===== config.mk =====
export PLATFORM = sky130hd
export DESIGN_NAME = imem_loader
export DESIGN_NICKNAME = d
export VERILOG_FILES = /design/src/rtl/imem_loader_pkg.sv /design/src/rtl/imem_word_packer.sv /design/src/rtl/imem_loader.sv
export SDC_FILE = /design/constraint.sdc
export NUM_CORES = 1
export LEC_CHECK = 0
export ABC_AREA = 1
export BUFFER_PORTS_ARGS = -buffer_cell sky130_fd_sc_hd__buf_2
export CAP_MARGIN = 30
export CORE_MARGIN = 3
export CORE_UTILIZATION = 35
export CTS_BUF_LIST = sky130_fd_sc_hd__clkbuf_8
export DETAILED_ROUTE_END_ITERATION = 10
export GPL_TIMING_DRIVEN = 0
export MAX_ROUTING_LAYER = met4
export SYNTH_ARGS = -nofsm -noshare
export SYNTH_HDL_FRONTEND = slang
export SYNTH_SLANG_ARGS = --single-unit

===== constraint.sdc =====
create_clock -name clk -period 3.6 [get_ports clk]
set_input_delay 0.72 -clock clk [delete_from_list [all_inputs] [get_ports clk]]
set_output_delay 0.72 -clock clk [all_outputs]
set_load 0.1 [all_outputs]

===== src/rtl/imem_loader_pkg.sv =====
// imem_loader_pkg: shared states and sizing for the instruction-memory loader
package imem_loader_pkg;

    localparam int IMEM_DEPTH = 1024;
    localparam int LEN_W      = 16;
    localparam int LANES      = 4;

    typedef enum logic [2:0] {
        S_IDLE,
        S_LEN_HI,
        S_LEN_LO,
        S_DATA,
        S_LAST,
        S_DONE,
        S_ERROR,
        S_CSUM
    } state_t;

    function automatic logic accepts_bytes(input state_t s);
        return s inside {S_LEN_HI, S_LEN_LO, S_DATA, S_CSUM};
    endfunction

endpackage


===== src/rtl/imem_word_packer.sv =====
// imem_word_packer: collects stream bytes big-endian into 32-bit instruction words
module imem_word_packer
    import imem_loader_pkg::*;
(
    input  logic        clk,
    input  logic        rst_n,
    input  logic        clr,
    input  logic        en,
    input  logic [7:0]  data,
    output logic        word_valid,
    output logic [31:0] word
);

    logic [1:0]              lane;
    logic [8*(LANES-1)-1:0]  sr;

    // the 4th byte completes the word combinationally so the top can register it at once
    assign word_valid = en && lane == 2'(LANES - 1);
    assign word       = {sr, data};

    always_ff @(posedge clk or negedge rst_n) begin
        if (!rst_n) begin
            lane <= '0;
            sr   <= '0;
        end else if (clr) begin
            lane <= '0;
            sr   <= '0;
        end else if (en) begin
            lane <= lane + 2'd1;
            sr   <= {sr[8*(LANES-2)-1:0], data};
        end
    end

endmodule


===== src/rtl/imem_loader.sv =====
// imem_loader: fills instruction memory from a length-prefixed byte stream, then releases the core
// Define IMEM_LOADER_CHECKSUM_EN to require a trailing XOR checksum byte after the data.
module imem_loader
    import imem_loader_pkg::*;
#(
    parameter int DEPTH = IMEM_DEPTH,
    parameter int AW    = $clog2(DEPTH)
) (
    input  logic          clk,
    input  logic          rst_n,
    input  logic          start,
    input  logic          in_valid,
    input  logic [7:0]    in_data,
    output logic          in_ready,
    output logic          imem_we,
    output logic [AW-1:0] imem_addr,
    output logic [31:0]   imem_wdata,
    output logic          busy,
    output logic          done,
    output logic          err,
    output logic          core_run
);

    state_t           state, state_nx, after_data;
    logic             xfer, launch, word_valid, last_word;
    logic [7:0]       len_hi;
    logic [LEN_W-1:0] len, len_in, word_cnt;
    logic [31:0]      word;

    assign in_ready  = accepts_bytes(state);
    assign busy      = state inside {S_LEN_HI, S_LEN_LO, S_DATA, S_LAST, S_CSUM};
    assign done      = state == S_DONE;
    assign err       = state == S_ERROR;
    assign core_run  = done;
    assign xfer      = in_valid && in_ready;
    assign launch    = start && state inside {S_IDLE, S_DONE, S_ERROR};
    assign len_in    = {len_hi, in_data};
    assign last_word = word_valid && (word_cnt + LEN_W'(1)) == len;

`ifdef IMEM_LOADER_CHECKSUM_EN
    logic [7:0] csum;
    assign after_data = S_CSUM;
    always_ff @(posedge clk or negedge rst_n) begin
        if (!rst_n)
            csum <= '0;
        else
            csum <= launch ? 8'h00 : (xfer && state == S_DATA) ? csum ^ in_data : csum;
    end
`else
    assign after_data = S_LAST;
`endif

    imem_word_packer u_packer (
        .clk        (clk),
        .rst_n      (rst_n),
        .clr        (launch),
        .en         (xfer && state == S_DATA),
        .data       (in_data),
        .word_valid (word_valid),
        .word       (word)
    );

    always_ff @(posedge clk or negedge rst_n) begin
        if (!rst_n)
            state <= S_IDLE;
        else
            state <= state_nx;
    end

    always_comb begin
        state_nx = state;
        case (state)
            S_IDLE, S_DONE, S_ERROR: state_nx = launch ? S_LEN_HI : state;
            S_LEN_HI: state_nx = xfer ? S_LEN_LO : state;
            S_LEN_LO: state_nx = !xfer ? state
                               : 32'(len_in) > DEPTH ? S_ERROR
                               : len_in == '0 ? after_data : S_DATA;
            S_DATA:   state_nx = last_word ? after_data : state;
            S_LAST:   state_nx = S_DONE;
`ifdef IMEM_LOADER_CHECKSUM_EN
            S_CSUM:   state_nx = !xfer ? state : in_data == csum ? S_LAST : S_ERROR;
`endif
            default:  state_nx = S_IDLE;
        endcase
    end

    // word_cnt doubles as the write address; it stops at N <= DEPTH so it never wraps
    always_ff @(posedge clk or negedge rst_n) begin
        if (!rst_n) begin
            len_hi     <= '0;
            len        <= '0;
            word_cnt   <= '0;
            imem_we    <= 1'b0;
            imem_addr  <= '0;
            imem_wdata <= '0;
        end else begin
            imem_we <= word_valid;
            if (launch)
                word_cnt <= '0;
            if (xfer && state == S_LEN_HI)
                len_hi <= in_data;
            if (xfer && state == S_LEN_LO)
                len <= len_in;
            if (word_valid) begin
                imem_addr  <= word_cnt[AW-1:0];
                imem_wdata <= word;
                word_cnt   <= word_cnt + LEN_W'(1);
            end
        end
    end

endmodule


==> results.sh <==
export IMPL_status="complete, no violations"
export IMPL_rows=43
export IMPL_cts_sinks=112
export IMPL_grt_antenna_before_repair=0
export IMPL_ios=60
export IMPL_place_area_um2=5695
export IMPL_clk_latency_ps=380
export IMPL_power_switching_mw=1.462
export IMPL_syn_num_nets=633
export IMPL_cap_violations=0
export IMPL_grt_pass1_wl_um=21270
export IMPL_worst_pin_slew_ps=601.5
export IMPL_drc=0
export IMPL_avgSynthCellArea_um2=8.312
export IMPL_globalplace_congestion=0.9001
export IMPL_seq_area_frac_synth=0.5447
export IMPL_cellPowerDensity_nw_per_um2=598.2
export IMPL_start_util=0.3636
export IMPL_ir_drop_uv=286.1
export IMPL_cts_max_path_buffers=2
export IMPL_worstReg2RegEnd="state[1]"
export IMPL_dp_hpwl_um=9437
export IMPL_yosysWarnings=0
export IMPL_rsz0062_at_grt="false"
export IMPL_root_buffer="clkbuf_8"
export IMPL_diodes=0
export IMPL_r2r_start="word_cnt[0]"
export IMPL_cp_startpoint="state[0]"
export IMPL_syn_area_um2=5145
export IMPL_via_count=4287
export IMPL_period_share=0.7515
export IMPL_clkTransAtPathRegs_ps=120
export IMPL_p_clk_frac=0.202
export IMPL_end_kind="output pin"
export IMPL_drv_slew=0
export IMPL_wl_um=12710
export IMPL_routedWlPerCell_um=14.53
export IMPL_design_area_um2=5873
export IMPL_min_delay_path_class="input port to asynchronous set/reset pin"
export IMPL_dp_slack_ps=1144
export IMPL_htreeDepth=3
export IMPL_synth_distinct_cells=30
export IMPL_critPathArrivalTime_ps=1990
export IMPL_worstSetupStartpointType="register"
export IMPL_cts_tree="done"
export IMPL_syn_inst=619
export IMPL_fmax_ghz=0.3696
export IMPL_fin_util=0.4151
export IMPL_grt_overflow_total=0
export IMPL_syn_to_final_growth_pct=14.15
export IMPL_synth_seq_cells=112
export IMPL_portBuffers=59
export IMPL_worst_slack_ps=894.6
export IMPL_synth_area_leaders="dfrtp_1, nand2_1, inv_1"
export IMPL_p_sw_frac=0.4161
export IMPL_core_area_um2=14150
export IMPL_die_x_um=127.2
export IMPL_r2r_setup_slack_ps=1450
export IMPL_multi_input_area_um2=1942
export IMPL_synth_top_area_share=0.5447
export IMPL_avgViaCountPerCell=4.899
export IMPL_slew_headroom=0.5990
export IMPL_grt_pass1_vias=4260
export IMPL_nets=704
export IMPL_period_needed_ps=2705
export IMPL_worstPathMaxFanout=6
export IMPL_p_int_mw=2.051
export IMPL_cts_resized=0
export IMPL_tns_ps=0
export IMPL_grt_max_degree=73
export IMPL_dr_first_iter_drc_count=334
export IMPL_die_area_um2=16190
export IMPL_leakagePower_nw=3.162
export IMPL_seqPwrFrac=0.469
export IMPL_fillers=1436
export IMPL_drive_above_1_share=0.1626
export IMPL_track_usage=0.1675
export IMPL_finalSetupViolCount=0
export IMPL_crit_path_end="busy"
export IMPL_post_cts_buffers=0
export IMPL_postRouteAntennaNets=0
export IMPL_drtPass1Iterations=5
export IMPL_crit_type="register to output pin"
export IMPL_required_ps=2880
export IMPL_combPwrFrac=0.329
export IMPL_postCtsHoldBufs=0
export IMPL_clock_skew_final_ps=12.87
export IMPL_hold_viol=0
export IMPL_yosysTopAreaCell="dfrtp_1"
export IMPL_r2r_cells=13
export IMPL_regArea_um2=2803
export IMPL_cts_buffers_inserted=9
export IMPL_dieHeight_um=127.2
flip-flops by register name, summed over array words and instances (netlist names):
name / cells
imem_wdata: 32
len: 16
len_hi: 8
u_packer.sr: 24
u_packer.lane: 2
state: 3
imem_we: 1
word_cnt: 16
imem_addr: 10
cells by family after synthesis:
logic type / count (synthesis) / synth area share
DFF: 112 / 0.5447
and+or+nand+nor: 315 / 0.2631
adders and majority gates: 2 / 0.004863
AOI/OAI and AO/OA: 87 / 0.1055
muxes: 1 / 0.002189
buffers and inverters: 101 / 0.07782
xor gates and xnor gates: 1 / 0.001703
worst max-delay path, cell delays in order, from the launching register on:
cell and delay, ps:
dfrtp_1 460, inv_1 70, nor2_1 120, inv_2 60
nor2_2 180, nor2_4 70, nand2_2 70, a21oi_2 50
inv_1 100, buf_2 430
area by class of cell:
cell class / count / share of cell area
plain buffers: 20 / 0.01640
clock buffers: 9 / 0.02109
clock inverters: 7 / 0.009161
inverters: 81 / 0.05177
multi-input cells: 406 / 0.3306
flip-flops and latches: 112 / 0.4772
well taps: 180 / 0.03835
repair buffers: 60 / 0.05539
how the worst min path moves through the flow:
| stage | to | slack, ps | cells past startpoint |
|---|---|---|---|
| final | imem_wdata[0] | 330 | 1 |
| after global routing | imem_wdata[2] | 340 | 1 |
| after CTS | imem_wdata[3] | 330 | 1 |
| after detailed placement | imem_wdata[13] | 460 | 2 |
| after global placement | imem_wdata[29] | 450 | 2 |
| after floorplan | imem_addr[0] | 420 | 0 |
routing by layer:
metal | wire length, um | track usage
met1 | 5955 | 0.2136
met2 | 6054 | 0.2709
met3 | 533 | 0.03554
met4 | 166 | 0.04921
met5 | 0 | -
synth_stat cells:
library cell,n
ha_1,2
dfrtp_1,112
a22oi_2,6
buf_6,2
nand4_1,13
clkinv_1,1
nor4_1,1
inv_2,11
buf_2,2
o22ai_1,7
nand2_2,4
a21oi_2,1
o21ai_0,43
nor2_4,6
nand3b_1,2
clkbuf_1,12
o21ai_1,4
nor2_2,4
a22oi_1,19
inv_1,69
xor2_1,1
a21oi_1,6
nand4_2,1
nand3_1,44
o21bai_1,1
nand2_1,202
buf_4,1
nor2_1,38
mux2_2,1
buf_1,3
power groups by stage:
stage | clock, mW | sequential [mW] | combinational (mW)
after floorplan | 0 | 1.70 | 0.842
after global placement | 0 | 1.66 | 1.14
after detailed placement | 0 | 1.67 | 1.16
after CTS | 0.736 | 1.64 | 1.17
after global routing | 0.789 | 1.68 | 1.30
final | 0.710 | 1.65 | 1.15
metrics by stage:
step / instances / power (mW) / hold slack, ps
finish: 875 / 3.513 / 333.4
floorplan: 619 / 2.539 / 424.4
global route: 875 / 3.767 / 344.3
CTS: 875 / 3.548 / 330.7
global placement: 858 / 2.802 / 452.7
detailed placement: 859 / 2.834 / 456.7
cell usage in the layout, fill, tap and decap left out, types with 2 or more instances in the layout:
cell	count
nand3b_1	2
o21ai_1	4
buf_4	2
nor2_1	38
nor2_4	6
o21ai_0	43
nand4_1	13
nand2_2	4
buf_2	60
nand3_1	44
clkbuf_8	9
inv_6	3
inv_2	11
nand2_1	202
ha_1	2
a22oi_1	19
buf_1	3
a22oi_2	6
inv_1	71
a21oi_1	6
o22ai_1	7
dfrtp_1	112
clkbuf_1	12
buf_6	2
nor2_2	4
Note: power is estimated with default switching activity, not from simulation.
